## config.mk

```make
export PLATFORM = sky130hd
export DESIGN_NAME = program_loader_flat
export DESIGN_NICKNAME = d
export VERILOG_FILES = /design/src/rtl/program_loader_pkg.sv /design/src/rtl/program_loader_if.sv /design/src/rtl/program_loader_word_assembler.sv /design/src/rtl/program_loader.sv /design/src/flat_wrapper.sv
export SDC_FILE = /design/constraint.sdc
export NUM_CORES = 1
export LEC_CHECK = 0
export CAP_MARGIN = 5
export CORE_MARGIN = 8
export CORE_UTILIZATION = 35
export DETAILED_ROUTE_END_ITERATION = 10
export PLACE_DENSITY_LB_ADDON = 0.05
export REMOVE_ABC_BUFFERS = 1
export SYNTH_ARGS = -nofsm -noshare
export SYNTH_HDL_FRONTEND = slang
export SYNTH_SLANG_ARGS = --single-unit
export TNS_END_PERCENT = 1
```

## constraint.sdc

```tcl
create_clock -name clk -period 8.59 [get_ports clk]
set_clock_uncertainty 0.15 [all_clocks]
set_input_delay 1.718 -clock clk [delete_from_list [all_inputs] [get_ports clk]]
set_output_delay 1.718 -clock clk [all_outputs]
set_load 0.03 [all_outputs]
```

## src/rtl/program_loader_pkg.sv

```systemverilog
// Shared types and constants for the program loader.
// Optional checksum trailer is enabled by PROGRAM_LOADER_CHECKSUM_EN.
package loader_pkg;

    localparam int BYTES_PER_WORD = 4;
    localparam int LEN_W = 16;

    typedef enum logic [2:0] {
        IDLE,
        LEN_LO,
        LEN_HI,
        DATA,
        CHECK,
        FINISH
    } state_t;

    typedef enum logic [1:0] {
        ERR_NONE,
        ERR_LEN,
        ERR_SUM
    } err_t;

endpackage

```

## src/rtl/program_loader_if.sv

```systemverilog
// Byte-stream input and instruction RAM write port of the loader.
// master = stream source / RAM side, slave = loader.
interface program_loader_if
    import loader_pkg::*;
#(
    parameter int ADDR_W = 10,
    parameter int WORD_W = BYTES_PER_WORD * 8
);
    logic              rx_valid;
    logic [7:0]        rx_data;
    logic              rx_ready;
    logic              mem_we;
    logic [ADDR_W-1:0] mem_addr;
    logic [WORD_W-1:0] mem_wdata;

    modport master (
        output rx_valid, rx_data,
        input  rx_ready, mem_we, mem_addr, mem_wdata
    );

    modport slave (
        input  rx_valid, rx_data,
        output rx_ready, mem_we, mem_addr, mem_wdata
    );
endinterface

```

## src/rtl/program_loader_word_assembler.sv

```systemverilog
// word_assembler: packs four bytes into a little-endian word.
// word/word_valid are valid in the cycle the 4th byte is presented.
module word_assembler
    import loader_pkg::*;
(
    input  logic                          clk,
    input  logic                          reset,
    input  logic                          clear,
    input  logic                          byte_valid,
    input  logic [7:0]                    data_byte,
    output logic [BYTES_PER_WORD*8-1:0]   word,
    output logic                          word_valid
);
    logic [1:0]  idx;
    logic [23:0] low;

    always_ff @(posedge clk or posedge reset) begin
        if (reset) begin
            idx <= '0;
            low <= '0;
        end else if (clear) begin
            idx <= '0;
            low <= '0;
        end else if (byte_valid) begin
            idx <= idx + 2'd1;
            unique case (idx)
                2'd0:    low[7:0]   <= data_byte;
                2'd1:    low[15:8]  <= data_byte;
                2'd2:    low[23:16] <= data_byte;
                default: ;
            endcase
        end
    end

    // Top byte is taken straight from the input so the word is ready on byte 4.
    assign word       = {data_byte, low};
    assign word_valid = byte_valid && (idx == 2'd3);
endmodule

```

## src/rtl/program_loader.sv

```systemverilog
// program_loader: length-prefixed byte stream -> instruction RAM writes.
// Define PROGRAM_LOADER_CHECKSUM_EN for the mod-256 checksum trailer.
module program_loader
    import loader_pkg::*;
#(
    parameter int ADDR_W = 10,
    parameter int WORD_W = 32
) (
    input  logic             clk,
    input  logic             reset,
    input  logic             start,
    program_loader_if.slave  bus,
    output logic             cpu_reset,
    output logic             busy,
    output logic             done,
    output logic             err
);
    state_t            state;
    err_t              cause;
    logic [LEN_W-1:0]  len;
    logic [LEN_W-1:0]  n;
    logic [ADDR_W:0]   widx;
    logic              take;
    logic              len_bad;
    logic              last_word;
    logic              word_valid;
    logic [31:0]       word;
`ifdef PROGRAM_LOADER_CHECKSUM_EN
    logic [7:0]        sum;
`endif

    assign take      = bus.rx_valid && bus.rx_ready;
    assign n         = {bus.rx_data, len[7:0]};
    assign len_bad   = (n == '0) || (32'(n) > (32'd1 << ADDR_W));
    assign last_word = (32'(widx) + 32'd1) == 32'(len);
    assign err       = (cause != ERR_NONE);

    word_assembler u_asm (
        .clk        (clk),
        .reset      (reset),
        .clear      (start && state == IDLE),
        .byte_valid (take && state == DATA),
        .data_byte  (bus.rx_data),
        .word       (word),
        .word_valid (word_valid)
    );

    always_ff @(posedge clk or posedge reset) begin
        if (reset) begin
            state         <= IDLE;
            cause         <= ERR_NONE;
            len           <= '0;
            widx          <= '0;
            bus.rx_ready  <= 1'b0;
            bus.mem_we    <= 1'b0;
            bus.mem_addr  <= '0;
            bus.mem_wdata <= '0;
            cpu_reset     <= 1'b1;
            busy          <= 1'b0;
            done          <= 1'b0;
`ifdef PROGRAM_LOADER_CHECKSUM_EN
            sum           <= '0;
`endif
        end else begin
            bus.mem_we <= 1'b0;
            unique case (state)
                IDLE: if (start) begin
                    state        <= LEN_LO;
                    bus.rx_ready <= 1'b1;
                    busy         <= 1'b1;
                    done         <= 1'b0;
                    cause        <= ERR_NONE;
                    cpu_reset    <= 1'b1;
                    widx         <= '0;
`ifdef PROGRAM_LOADER_CHECKSUM_EN
                    sum          <= '0;
`endif
                end
                LEN_LO: if (take) begin
                    len[7:0] <= bus.rx_data;
                    state    <= LEN_HI;
                end
                LEN_HI: if (take) begin
                    if (len_bad) begin
                        state        <= IDLE;
                        bus.rx_ready <= 1'b0;
                        busy         <= 1'b0;
                        cause        <= ERR_LEN;
                    end else begin
                        len[15:8] <= bus.rx_data;
                        state     <= DATA;
                    end
                end
                DATA: if (take) begin
`ifdef PROGRAM_LOADER_CHECKSUM_EN
                    sum <= sum + bus.rx_data;
`endif
                    if (word_valid) begin
                        bus.mem_we    <= 1'b1;
                        bus.mem_addr  <= widx[ADDR_W-1:0];
                        bus.mem_wdata <= WORD_W'(word);
                        widx          <= widx + 1'b1;
                        if (last_word) begin
`ifdef PROGRAM_LOADER_CHECKSUM_EN
                            state        <= CHECK;
`else
                            state        <= FINISH;
                            bus.rx_ready <= 1'b0;
`endif
                        end
                    end
                end
`ifdef PROGRAM_LOADER_CHECKSUM_EN
                CHECK: if (take) begin
                    bus.rx_ready <= 1'b0;
                    if (bus.rx_data == sum) begin
                        state <= FINISH;
                    end else begin
                        state <= IDLE;
                        busy  <= 1'b0;
                        cause <= ERR_SUM;
                    end
                end
`endif
                FINISH: begin
                    state     <= IDLE;
                    done      <= 1'b1;
                    cpu_reset <= 1'b0;
                    busy      <= 1'b0;
                end
                default: state <= IDLE;
            endcase
        end
    end
endmodule

```

## src/flat_wrapper.sv

```systemverilog
// flat-port wrapper written by rule: the top's interface ports become plain ports
module program_loader_flat import loader_pkg::*;
#(
    parameter int ADDR_W = 10,
    parameter int WORD_W = 32
)
  (clk, reset, start, cpu_reset, busy, done, err, bus_rx_valid, bus_rx_data, bus_rx_ready, bus_mem_we, bus_mem_addr, bus_mem_wdata);
  program_loader_if #(.ADDR_W(ADDR_W), .WORD_W(WORD_W)) bus_i ();
  input  logic clk;
  input  logic reset;
  input  logic start;
  output logic cpu_reset;
  output logic busy;
  output logic done;
  output logic err;
  input wire logic [$bits(bus_i.rx_valid)-1:0] bus_rx_valid;
  input wire logic [$bits(bus_i.rx_data)-1:0] bus_rx_data;
  output wire logic [$bits(bus_i.rx_ready)-1:0] bus_rx_ready;
  output wire logic [$bits(bus_i.mem_we)-1:0] bus_mem_we;
  output wire logic [$bits(bus_i.mem_addr)-1:0] bus_mem_addr;
  output wire logic [$bits(bus_i.mem_wdata)-1:0] bus_mem_wdata;
  assign bus_i.rx_valid = bus_rx_valid;
  assign bus_i.rx_data = bus_rx_data;
  assign bus_rx_ready = bus_i.rx_ready;
  assign bus_mem_we = bus_i.mem_we;
  assign bus_mem_addr = bus_i.mem_addr;
  assign bus_mem_wdata = bus_i.mem_wdata;
  program_loader #(.ADDR_W(ADDR_W), .WORD_W(WORD_W)) u_core (.clk(clk), .reset(reset), .start(start), .bus(bus_i), .cpu_reset(cpu_reset), .busy(busy), .done(done), .err(err));
endmodule
```

# Yosys cells after proc, flatten, opt, wreduce, memory -nomap -nowiden
# Index checks and enable logic that the tools add are counted.
# classes
n_lt_le_gt_ge,1
add_sub_neg,3
n_eq_ne,15
n_reduce_logical,30
n_bitwise,1
mux,37
# ops
op,n
24-bit two-way mux,2
11-bit two-way mux,3
32-bit by 16-bit == test with 1-bit output,1
8-bit two-way mux,3
11-bit one-hot mux with 2 select lines,1
3-bit two-way mux,6
16-bit by 11-bit greater-than comparator with 1-bit output (second input constant),1
16-bit zero test,1
2-bit nonzero test,8
11-bit by 1-bit adder with 12-bit output (second input constant),1
2-bit two-way mux,6
3-bit one-hot mux with 4 select lines,1
4-bit AND reduction,3
11-bit by 1-bit adder with 11-bit output (second input constant),1
1-bit two-way mux,10
2-bit by 1-bit inequality test with 1-bit output (second input constant),5
2-bit AND reduction,5
7-bit AND reduction,1
3-bit by 2-bit == test with 1-bit output (second input constant),2
1-bit one-hot mux with 3 select lines,2
3-bit AND reduction,2
6-bit AND reduction,1
3-bit nonzero test,2
2-bit == test (second input constant),2
other kinds (12),17
# word_totals
output_inout_bits,48
word_cells,103
regBits,105
in_bits,12

# Logic depth before layout (Yosys ltp)
# depth
depth_word,6
ltp_mapped,9
depth_no_buf,7

# Hierarchy
# From an unflattened synthesis, not the netlist that was laid out.
# hier_totals
cells_unflattened,506
area_unflattened_um2,4989.8
# modules_own_cells
mod,area_each_um2,cells_each,seq_area_each_um2,instances
program_loader,3667.3,393,1953.1,1
word_assembler,1322.5,113,650.6,1

# Worst setup path before layout
# No wires, ideal clock.
# synth_path
path_kind,in2reg
start,input bus_rx_data[0]
end,register u_core.bus.rx_ready
cell_stages,6
arrival_ns,3.194
required_ns,8.320
path_buffers,0
setup_ns,0.120
path_slack_ns,5.126
cell_sequence,nor4_1 > nand4_1 > and4b_1 > or4_1 > a21o_1 > a31o_2
# synth_via
elab_chain_len,4
word_cells_on_any_way,5
cone_classes,order compare: 1; eq/ne: 1; reduce/logical: 3
# synth_rtl
item,line_no,source
from (decl),flat_wrapper.sv:17,input wire logic [$bits(bus_i.rx_data)-1:0] bus_rx_data;
16-bit by 11-bit greater-than comparator with 1-bit output or 16-bit zero test (tied branches),program_loader.sv:34,assign len_bad = (n == '0) || (32'(n) > (32'd1 << ADDR_W));
1-bit logical OR (*),program_loader.sv:34,
2-bit by 1-bit inequality test with 1-bit output (no source line) (*),-,
7-bit AND reduction (no source line) (*),-,
to (signal assigned),program_loader.sv:54,bus.rx_ready <= 1'b0;
to (signal assigned),program_loader.sv:69,bus.rx_ready <= 1'b1;
to (signal assigned),program_loader.sv:86,bus.rx_ready <= 1'b0;
to (decl),program_loader_if.sv:23,"output rx_ready, mem_we, mem_addr, mem_wdata"
# Mark *: on every way between the ends. The rest lies on a longest branch, timed or not.
# A chain may end at the register's enable or synchronous reset.

# Worst setup path after layout
# layout_path
start,input bus_rx_data[1]
end,register u_core.bus.rx_ready
# Same word-level chain as after synthesis.

==> results.toml <==
[critical_path]
r2r_slack_ps = 5840
end_kind = "flop"
worstSetupPathType = "primary input to flop"
cp_max_fo = 7
start_kind = "primary input"
crit_arrival_ps = 4050
r2r_end = "u_core.bus.mem_wdata[25]"
r2r-start = "u_core.state[0]"
reg2reg_depth = 8
worstPathRequired_ps = 8670

[die]
die_area_um2 = 17200
start_util_pct = 35.4
dieHeight_um = 131
die_w_um = 131
rows = 42
core_area_um2 = 13100
io_pins = 60

[finish]
ff_latch_area_um2 = 2600
nets = 565
syn2layout_area_growth_pct = 21.3
layoutNonFillerInstCount = 729
multi_input_area_um2 = 1860
diodes = 0
drive_above_1_share_pct = 7.05
layout_common_cells = "nand2_1, dfrtp_1, clkdlybuf4s50_1"
fillers = 1347
mostFrequentLayoutCell = "nand2_1"

[logic_synthesis]
ys_seq_area_share_pct = 55.9
synth_top_area_share_pct = 55.4
netlist_top_cells_area = "dfrtp_1, nand2_1, nand3_1, a21oi_1, mux2_2"
yosys_warnings = 0
ys_ff_latch = 104
ys.flop_type = "dfrtp_1"
synth_edf_count = 0
yosysTopAreaCell = "dfrtp_1"
async_reset_ff_share_pct = 100
post_synth_inst_count = 501
syn_area_per_cell_um2 = 9.29
synth_area_um2 = 4650
synthDistinctLibCells = 45

[clock_tree]
clockRootBuffer = "clkbuf_16"
cts_made_buffers = 9
cts.path.max_buffers = 2
cts.htree.levels = 3
postCtsSetupBuffers = 0
ctsHoldBuffers = 0
clock_sinks = 104
clk_latency_ps = 350
postCtsResizedCells = 0
cts_tree = "yes"
clk_pin_slew_ps = 70

[power]
p_leak_nw = 2.63
power-per-cell-area_nw_per_um2 = 297
vdd_drop_max_v = 0.000103

[global_route]
grt_pass1_wl_mm = 19.6
grtUsageTotal_pct = 13.8
antenna_found_initial = 0
gr-total-overflow = 0
grt_max_degree = 81
grt_pass1_vias = 3558

[detailed_routing]
via_per_inst = 4.94
wl_mm = 11.7
drt_first_iter_violations = 288
first_pass_iters = 4
route.detailed.drc = 0
via_count = 3604
wire_per_inst_um = 16.0
route.antenna.remaining_nets = 0

[run_status]
outcome = "finished clean"

[min_path]
hp-class = "flop to flop"
holdPathEnd = "u_core.bus.mem_wdata[3]"
min_path_cells = 2
min_from = "u_core.u_asm.low[3]"

[sta]
fmax_mhz = 252
setup_viol = 0
worstMarginPinSlew_ps = 1020
finalCriticalPeriod_ps = 3970
fin_tns_setup_ps = 0
hold_viol = 0
rsz0062_at_grt = "no"
slew_violations = 0
slew_headroom_pct = 31.9
min_period_over_period_pct = 46.2

[place]
portBuffers = 59
dp.cells = 713
dp_hpwl_mm = 7.59
gp_congestion = 0.816

[flow_run]
cap_violations = 0
synth_stat cells, types with 2 or more instances:
cell type    n
buf_12       2
nand4_1      5
inv_1        8
o21ai_0     22
buf_6        3
ha_1         5
mux2_2      10
o22ai_1      3
nor4_1       5
nor2_1      19
o31ai_1      3
nand2_1    168
nor3_1       6
clkbuf_1    21
nand2b_1     3
xor2_1       8
dfrtp_1    103
nor2b_1      8
and2_1       2
mux2i_1      2
a21oi_1     29
and3_1       2
a31oi_1      2
xnor2_1     10
nand3_1     32
cell families after synthesis:
family | share of synthesized area [%]
AND/OR/NAND/NOR | 23.9
AO/OA/AOI/OAI | 8.44
adder cells (fa/ha/maj) | 1.34
XOR/XNOR | 3.39
flip-flops | 55.9
buffers and inverters | 4.11
multiplexers | 2.85
worst max-delay path by stage:
stage                         startpoint                  endpoint  slack (ps)  cells after the start
after floorplan             bus_rx_valid            u_core.widx[9]        3080                      6
after global placement      bus_rx_valid  u_core.bus.mem_wdata[25]        4280                      9
after detailed placement    bus_rx_valid  u_core.bus.mem_wdata[25]        4270                      9
after CTS                   bus_rx_valid  u_core.bus.mem_wdata[25]        4640                      9
after global routing        bus_rx_valid  u_core.bus.mem_wdata[15]        4420                      9
final                     bus_rx_data[1]       u_core.bus.rx_ready        4620                      7
power breakdown:
| group | internal [W] | switching [W] | leakage (nW) |
|---|---|---|---|
| clock network | 0.000236 | 0.000182 | 0.147 |
| logic | 0.000224 | 0.000309 | 1.09 |
| registers | 0.000622 | 0.000102 | 1.40 |
| total | 0.00108 | 0.000593 | 2.63 |
state kept, by name, indices dropped and copies added, names as in the netlist:
register and flops:
u_core.bus.mem_we 1, u_core.u_asm.low 24, u_core.u_asm.idx 2, u_core.busy 1
u_core.state 3, u_core.len 16, u_core.cpu_reset 1, u_core.bus.mem_addr 10
u_core.bus.mem_wdata 32, u_core.bus.rx_ready 1, u_core.cause 1, u_core.done 1
u_core.widx 11
area by class of cell:
type | instances | area share (%)
Tap cell | 176 | 3.90
Multi-Input combinational cell | 361 | 33.0
Timing Repair Buffer | 64 | 11.1
Clock inverter | 4 | 0.930
Inverter | 8 | 0.576
Clock buffer | 12 | 4.36
Sequential cell | 104 | 46.1
metal layers:
layer	global-route usage, %	vias to the layer above	part of all wire (%)
li1	-	1751	-
met1	19.7	1780	51
met2	20.0	62	44
met3	2.93	11	3.7
met4	5.36	0	1.4
met5	0	-	0
critical path, stage by stage:
cell and delay, ps:
clkdlybuf4s50_1 630, nor4_1 410, nand4_1 140, and4b_1 250, or4_1 510, a21o_1 190, a31o_2 200
metrics by stage:
stage	util, %	area [um2]	total power [W]	hold slack (ps)	worst slack [ps]
after floorplan	-	4490	0.00106	289	3080
after global placement	40.7	5350	0.00127	303	4280
after detailed placement	40.7	5350	0.00127	302	4270
after CTS	43.0	5650	0.00170	328	4640
after global routing	43.0	5650	0.00178	342	4420
final	43.0	5650	0.00167	321	4620
Power figures use the tool's default switching activity.
